**src/rtl/regfile_sb.sv**
```systemverilog
// rtl/regfile_sb.sv - register file with pending-writer scoreboard
//
// Purpose:
//   Register file with 2**ADDR_W entries and two read ports. Entry r0 is
//   hardwired to zero. Alongside the data it keeps a scoreboard: one pending
//   bit per register, set when decode issues a writer and cleared when the
//   write-back stage delivers the result. A registered count of pending bits
//   is kept as well.
//
// Optional feature:
//   REGFILE_BYPASS_EN - when defined, a read that hits the register being
//   written back this cycle returns wdata directly, and its busy flag is
//   suppressed unless a new writer to that register issues in the same cycle.
//
// Ports:
//   clk                 clock, all state updates on posedge
//   rst                 asynchronous active-low reset
//   we, waddr, wdata    write-back port (also clears pending[waddr])
//   re1/re2             read enables
//   raddr1/raddr2       read addresses
//   rdata1/rdata2       combinational read data
//   issue_we/issue_addr decode issue; sets pending[issue_addr]
//   busy1/busy2         source operand has an outstanding writer
//   busy_cnt            number of registers currently pending
module regfile_sb #(
  parameter int DATA_W = 32,
  parameter int ADDR_W = 5
) (
  input  logic              clk,
  input  logic              rst,
  input  logic              we,
  input  logic [ADDR_W-1:0] waddr,
  input  logic [DATA_W-1:0] wdata,
  input  logic              re1,
  input  logic              re2,
  input  logic [ADDR_W-1:0] raddr1,
  input  logic [ADDR_W-1:0] raddr2,
  output logic [DATA_W-1:0] rdata1,
  output logic [DATA_W-1:0] rdata2,
  input  logic              issue_we,
  input  logic [ADDR_W-1:0] issue_addr,
  output logic              busy1,
  output logic              busy2,
  output logic [ADDR_W:0]   busy_cnt
);

  localparam int NREG = 1 << ADDR_W;

  logic [DATA_W-1:0] mem_q [NREG];
  logic [DATA_W-1:0] mem_d [NREG];
  logic [NREG-1:0]   pending_q;
  logic [NREG-1:0]   pending_d;
  logic [ADDR_W:0]   busy_cnt_q;
  logic [ADDR_W:0]   busy_cnt_d;

  logic wr_en;
  logic set_en;
  logic set_new;
  logic clr_eff;

  assign wr_en  = we && (waddr != '0);
  assign set_en = issue_we && (issue_addr != '0);

  // A set counts only if the bit was clear. A clear counts only if the bit
  // was set and is not simultaneously re-set by a newer writer.
  assign set_new = set_en && !pending_q[issue_addr];
  assign clr_eff = wr_en && pending_q[waddr] &&
                   !(set_en && (issue_addr == waddr));

  always_comb begin
    mem_d = mem_q;
    if (wr_en) begin
      mem_d[waddr] = wdata;
    end
  end

  // Clear first, then set, so a same-cycle set/clear of one address leaves
  // the bit set.
  always_comb begin
    pending_d = pending_q;
    if (wr_en) begin
      pending_d[waddr] = 1'b0;
    end
    if (set_en) begin
      pending_d[issue_addr] = 1'b1;
    end
    pending_d[0] = 1'b0;
  end

  always_comb begin
    busy_cnt_d = busy_cnt_q;
    if (set_new && !clr_eff) begin
      busy_cnt_d = busy_cnt_q + 1'b1;
    end else if (clr_eff && !set_new) begin
      busy_cnt_d = busy_cnt_q - 1'b1;
    end
  end

  always_ff @(posedge clk or negedge rst) begin
    if (!rst) begin
      for (int i = 0; i < NREG; i++) begin
        mem_q[i] <= '0;
      end
      pending_q  <= '0;
      busy_cnt_q <= '0;
    end else begin
      for (int i = 0; i < NREG; i++) begin
        mem_q[i] <= mem_d[i];
      end
      pending_q  <= pending_d;
      busy_cnt_q <= busy_cnt_d;
    end
  end

  assign busy_cnt = busy_cnt_q;

  // Read port 1
  always_comb begin
    rdata1 = '0;
    busy1  = 1'b0;
    if (re1 && (raddr1 != '0)) begin
      rdata1 = mem_q[raddr1];
      busy1  = pending_q[raddr1];
`ifdef REGFILE_BYPASS_EN
      if (wr_en && (waddr == raddr1)) begin
        rdata1 = wdata;
        // The forwarded value satisfies the read unless a newer writer to
        // the same register is issuing right now.
        if (!(issue_we && (issue_addr == raddr1))) begin
          busy1 = 1'b0;
        end
      end
`endif
    end
  end

  // Read port 2
  always_comb begin
    rdata2 = '0;
    busy2  = 1'b0;
    if (re2 && (raddr2 != '0)) begin
      rdata2 = mem_q[raddr2];
      busy2  = pending_q[raddr2];
`ifdef REGFILE_BYPASS_EN
      if (wr_en && (waddr == raddr2)) begin
        rdata2 = wdata;
        if (!(issue_we && (issue_addr == raddr2))) begin
          busy2 = 1'b0;
        end
      end
`endif
    end
  end

endmodule

```
**config.mk**
```make
export PLATFORM = sky130hd
export DESIGN_NAME = regfile_sb
export DESIGN_NICKNAME = d
export VERILOG_FILES = /design/src/rtl/regfile_sb.sv
export SDC_FILE = /design/constraint.sdc
export NUM_CORES = 2
export LEC_CHECK = 0
export BUFFER_PORTS_ARGS = -buffer_cell sky130_fd_sc_hd__buf_4
export CORE_AREA = 2 2 311 313
export CTS_CLUSTER_DIAMETER = 80
export DETAILED_ROUTE_END_ITERATION = 6
export DIE_AREA = 0 0 313 315
export PLACE_DENSITY_LB_ADDON = 0.1
export SLEW_MARGIN = 20
export SYNTH_ARGS = -nofsm -noshare
export SYNTH_HDL_FRONTEND = slang
export SYNTH_SLANG_ARGS = --single-unit
```
**constraint.sdc**
```tcl
create_clock -name clk -period 3.5 [get_ports clk]
set_input_delay 0.7 -clock clk [delete_from_list [all_inputs] [get_ports clk]]
set_output_delay 0.7 -clock clk [all_outputs]
set_load 0.005 [all_outputs]
```
==> PnR_summary.wiki <==
{| class="wikitable"
! Metric !! Value
|-
| Source of the worst register-to-register timing path || pending_q[30]$_DFF_PN0_
|-
| Number of buffer cells added on primary ports || 129
|-
| Synth Area in Adders || 0.1458%
|-
| Multiplexer fraction of the synthesized cell area || 40.89%
|-
| Most frequent cells after synthesis || sky130_fd_sc_hd__dfrtp_1, sky130_fd_sc_hd__mux2_2, sky130_fd_sc_hd__mux4_2
|-
| Vias || 40,190
|-
| Power per cell area || 559.0 mW/mm^2
|-
| Worst vdd ir || 0.4884 mV
|-
| Count of different cell masters after synthesis || 51
|-
| P&R area growth vs syn || 18.63%
|-
| Static leakage || 29.55 nW
|-
| Compound-Gate Fraction of Synth Area || 6.656%
|-
| Most area-hungry cell type in the Yosys netlist || sky130_fd_sc_hd__dfrtp_1
|-
| Number of max-cap violations || 0
|-
| Final weighted congestion in routability-driven placement || 0.9316
|-
| Placed standard-cell area || 0.06184 sq mm
|-
| DRC violation total after the first TritonRoute iteration || 4,222
|-
| Xor/xnor share of the synthesized area || 0.1392%
|-
| Hold path startpoint || mem_q[1010]$_DFFE_PN0P_
|-
| Final critical-path required period || 3529 ps
|-
| Top-area cell type share of the netlist area || 46.88%
|-
| Core area || 0.09571 sq mm
|-
| Post-Syn Nets || 3,915
|-
| Number of cells on the worst reg-to-reg path || 11
|-
| Initial Util || 59.18%
|-
| Total Routing Usage GR || 41.38%
|-
| Slew @ Worst Pin || 1031 ps
|-
| Startpoint-to-endpoint class of the critical path || primary input to output port
|-
| Most frequent cell after synthesis || sky130_fd_sc_hd__dfrtp_1
|-
| Failing checks || negative setup slack
|-
| Vias in the first global route || 41,560
|-
| TritonCTS Buffers || 114
|-
| Ratio of routed vias to standard cells || 7.294
|-
| Wire length of the first global-routing pass || 293.2 mm
|-
| Area of all placed cells without fillers || 0.06719 sq mm
|-
| Main synth FF type || sky130_fd_sc_hd__dfrtp_1
|-
| Hold Path Stages || 0
|-
| Latest clock arrival within the worst-skew pair || 700 ps
|-
| Share of post-route cells with drive strength above 1 || 55.56%
|-
| DRT Pass-1 Iters || 6
|-
| Proportion of synthesized chip area in sequential cells || 46.88%
|-
| Share of synthesized cell area in and, or, nand and nor gates || 1.423%
|-
| Worst-case setup margin in the final layout || -29.31 ps
|-
| Max Clk Rate || 0.2833 GHz
|-
| Required time at the endpoint of the critical path || 2800 ps
|-
| Count of flip-flops with a built-in enable after synthesis || 0
|-
| CTS H-Tree Depth || 3
|-
| Setup violation total in the final timing report || 4
|-
| Maximum clock path buffer count || 3
|-
| Post-route setup TNS || -72.80 ps
|-
| Startpoint Class || primary input
|-
| Full die area || 0.09860 sq mm
|-
| DRC violation count after routing || 0
|-
| Maximum number of pins on one net before global-route repair || 114
|-
| End of the worst hold path || mem_q[1010]$_DFFE_PN0P_
|-
| Number of register bits inferred by synthesis || 1,061
|-
| Worst flop-to-flop path endpoint || busy_cnt[5]$_DFFE_PN0P_
|-
| Min-delay worst type || register to register
|-
| Top cells by area in the synthesized netlist || sky130_fd_sc_hd__dfrtp_1, sky130_fd_sc_hd__mux2_2, sky130_fd_sc_hd__mux4_2, sky130_fd_sc_hd__mux2i_1, sky130_fd_sc_hd__a22o_1
|-
| Post-layout nets || 4,198
|-
| HPWL reported at the end of detailed placement || 124.4 mm
|-
| Crit. End Element || output port
|-
| Die outline width || 313 microns
|-
| Number of instances in the synthesized netlist || 3,851
|-
| Average cell area after synthesis || 14.71 sq um
|-
| # IOs || 130
|-
| Headroom to the max-slew limit || 31.25%
|-
| Clock Pin Slew Worst Setup and Hold Paths || 60 ps
|-
| Antenna violations before repair || 6
|-
| Congestion Overflow GR || 0
|-
| Yosys warning total || 0
|-
| Total count of max-transition violations in the final report || 0
|-
| Worst setup slack for register-to-register paths || 210 ps
|-
| Share of the clock period used by the worst path after layout || 100.8%
|-
| RSZ-0062 raised after global routing || true
|-
| Clock root buffer || sky130_fd_sc_hd__clkbuf_16
|-
| Die span in y || 315 microns
|-
| CTS sink cnt || 1,061
|-
| Worst EP arrival || 2830 ps
|-
| Combinational family with the most area after synthesis || multiplexers
|-
| Routed wirelength normalized by instance count || 36.88 microns
|-
| Antenna violation net count after detailed routing || 0
|-
| Share of flip-flops with an asynchronous set or reset || 100.0%
|-
| Site Rows || 114
|-
| TritonCTS clock tree || done
|-
| Crit-path max FO || 9
|-
| Final WL || 203.2 mm
|-
| Cell area after synthesis || 0.05664 sq mm
|-
| Number of hold violations in the final report || 0
|-
| Status || complete, but fails checks
|-
| Worst Skew || 11.02 ps
|}
state kept, by name (all words and copies together), names as in the netlist:
name       flops
busy_cnt       6
mem_q       1024
pending_q     31
what timing repair did:
item / CTS / global route
resized for setup: 107 / 47
endpoints found under the setup margin: 54 / 42
cloned: 3 / 5
pin swaps: 2 / 4
endpoints found under the hold margin: 48 / 0
hold buffers: 1 / 0
setup buffers: 10 / 41
logic make-up (layout without fill, tap and decap cells):
group	Yosys count	in the layout
compound gates	477	477
xor+xnor	9	9
fa+ha+maj	6	6
buf+inv	467	846
flops	1061	1061
mux	1673	1673
other cells	0	4
simple gates	158	158
metrics by stage:
step	hold slack (ps)	setup slack, ps	power (W)	utilization (%)	cells
floorplan	404.4	2.734	0.02156	-	3851
detailed placement	386.6	-406.2	0.02458	64.61	5234
finish	400.3	-29.31	0.03756	70.20	5510
CTS	399.8	-90.85	0.03740	69.46	5460
global route	409.1	-61.79	0.03892	70.20	5508
global placement	380.0	-479.7	0.02400	64.61	5234
final cells by class:
cell class,count,area [sq um]
repair buffers,616,6305
fillers,6313,28520
multi-input cells,2323,28700
inverters,18,67.56
flip-flops and latches,1061,26550
clock inverters,41,508.0
well taps,1276,1597
clock buffers,171,3448
diodes,4,10.01
where the power goes:
group	leakage, nW	internal, W	switching (W)
clock network	1.96	0.00752	0.00518
registers	13.6	0.0146	0.00188
logic	14.0	0.00489	0.00346
per-layer routing:
metal / GRT usage, % / wire, microns
met2: 63.35 / 92520
met3: 10.65 / 21860
met4: 21.65 / 12670
met1: 54.97 / 76120
met5: 0 / 46
cells in the final DEF, fill, tap and decap left out, types with 23 or more instances in the layout:
| cell | Yosys | final |
|---|---|---|
| sky130_fd_sc_hd__dfrtp_1 | 1061 | 1061 |
| sky130_fd_sc_hd__mux2_2 | 996 | 996 |
| sky130_fd_sc_hd__buf_4 | 32 | 482 |
| sky130_fd_sc_hd__mux4_2 | 413 | 413 |
| sky130_fd_sc_hd__mux2i_1 | 264 | 263 |
| sky130_fd_sc_hd__clkbuf_16 | 0 | 120 |
| sky130_fd_sc_hd__a22o_1 | 107 | 106 |
| sky130_fd_sc_hd__buf_12 | 0 | 95 |
| sky130_fd_sc_hd__o22ai_1 | 76 | 74 |
| sky130_fd_sc_hd__o221ai_1 | 66 | 66 |
| sky130_fd_sc_hd__a211oi_1 | 67 | 46 |
| sky130_fd_sc_hd__a21oi_1 | 38 | 38 |
| sky130_fd_sc_hd__a2111oi_2 | 14 | 38 |
| sky130_fd_sc_hd__a22oi_1 | 36 | 36 |
| sky130_fd_sc_hd__clkbuf_8 | 0 | 36 |
| sky130_fd_sc_hd__nand2_1 | 48 | 31 |
| sky130_fd_sc_hd__nor3_1 | 39 | 30 |
| sky130_fd_sc_hd__clkinv_2 | 0 | 23 |
critical path, stage by stage:
cell and delay (ps):
sky130_fd_sc_hd__buf_4 150, sky130_fd_sc_hd__buf_4 180, sky130_fd_sc_hd__nor2_2 150, sky130_fd_sc_hd__nand2_2 210, sky130_fd_sc_hd__buf_6 240, sky130_fd_sc_hd__o22ai_1 230, sky130_fd_sc_hd__a2111oi_2 110, sky130_fd_sc_hd__buf_4 150
sky130_fd_sc_hd__nor3_1 370, sky130_fd_sc_hd__buf_4 220, sky130_fd_sc_hd__buf_4 110
worst max-delay path by stage:
stage | from | endpoint | cells after the start
2_1_floorplan | issue_addr[0] | busy_cnt[5]$_DFFE_PN0P_ | 15
3_3_place_gp | raddr1[3] | rdata1[21] | 9
3_5_place_dp | raddr1[2] | rdata1[19] | 10
4_1_cts | mem_q[627]$_DFFE_PN0P_ | rdata1[19] | 7
5_1_grt | raddr2[3] | rdata2[31] | 11
6_report | raddr2[3] | rdata2[31] | 11
(Power assumes the default switching activity.)
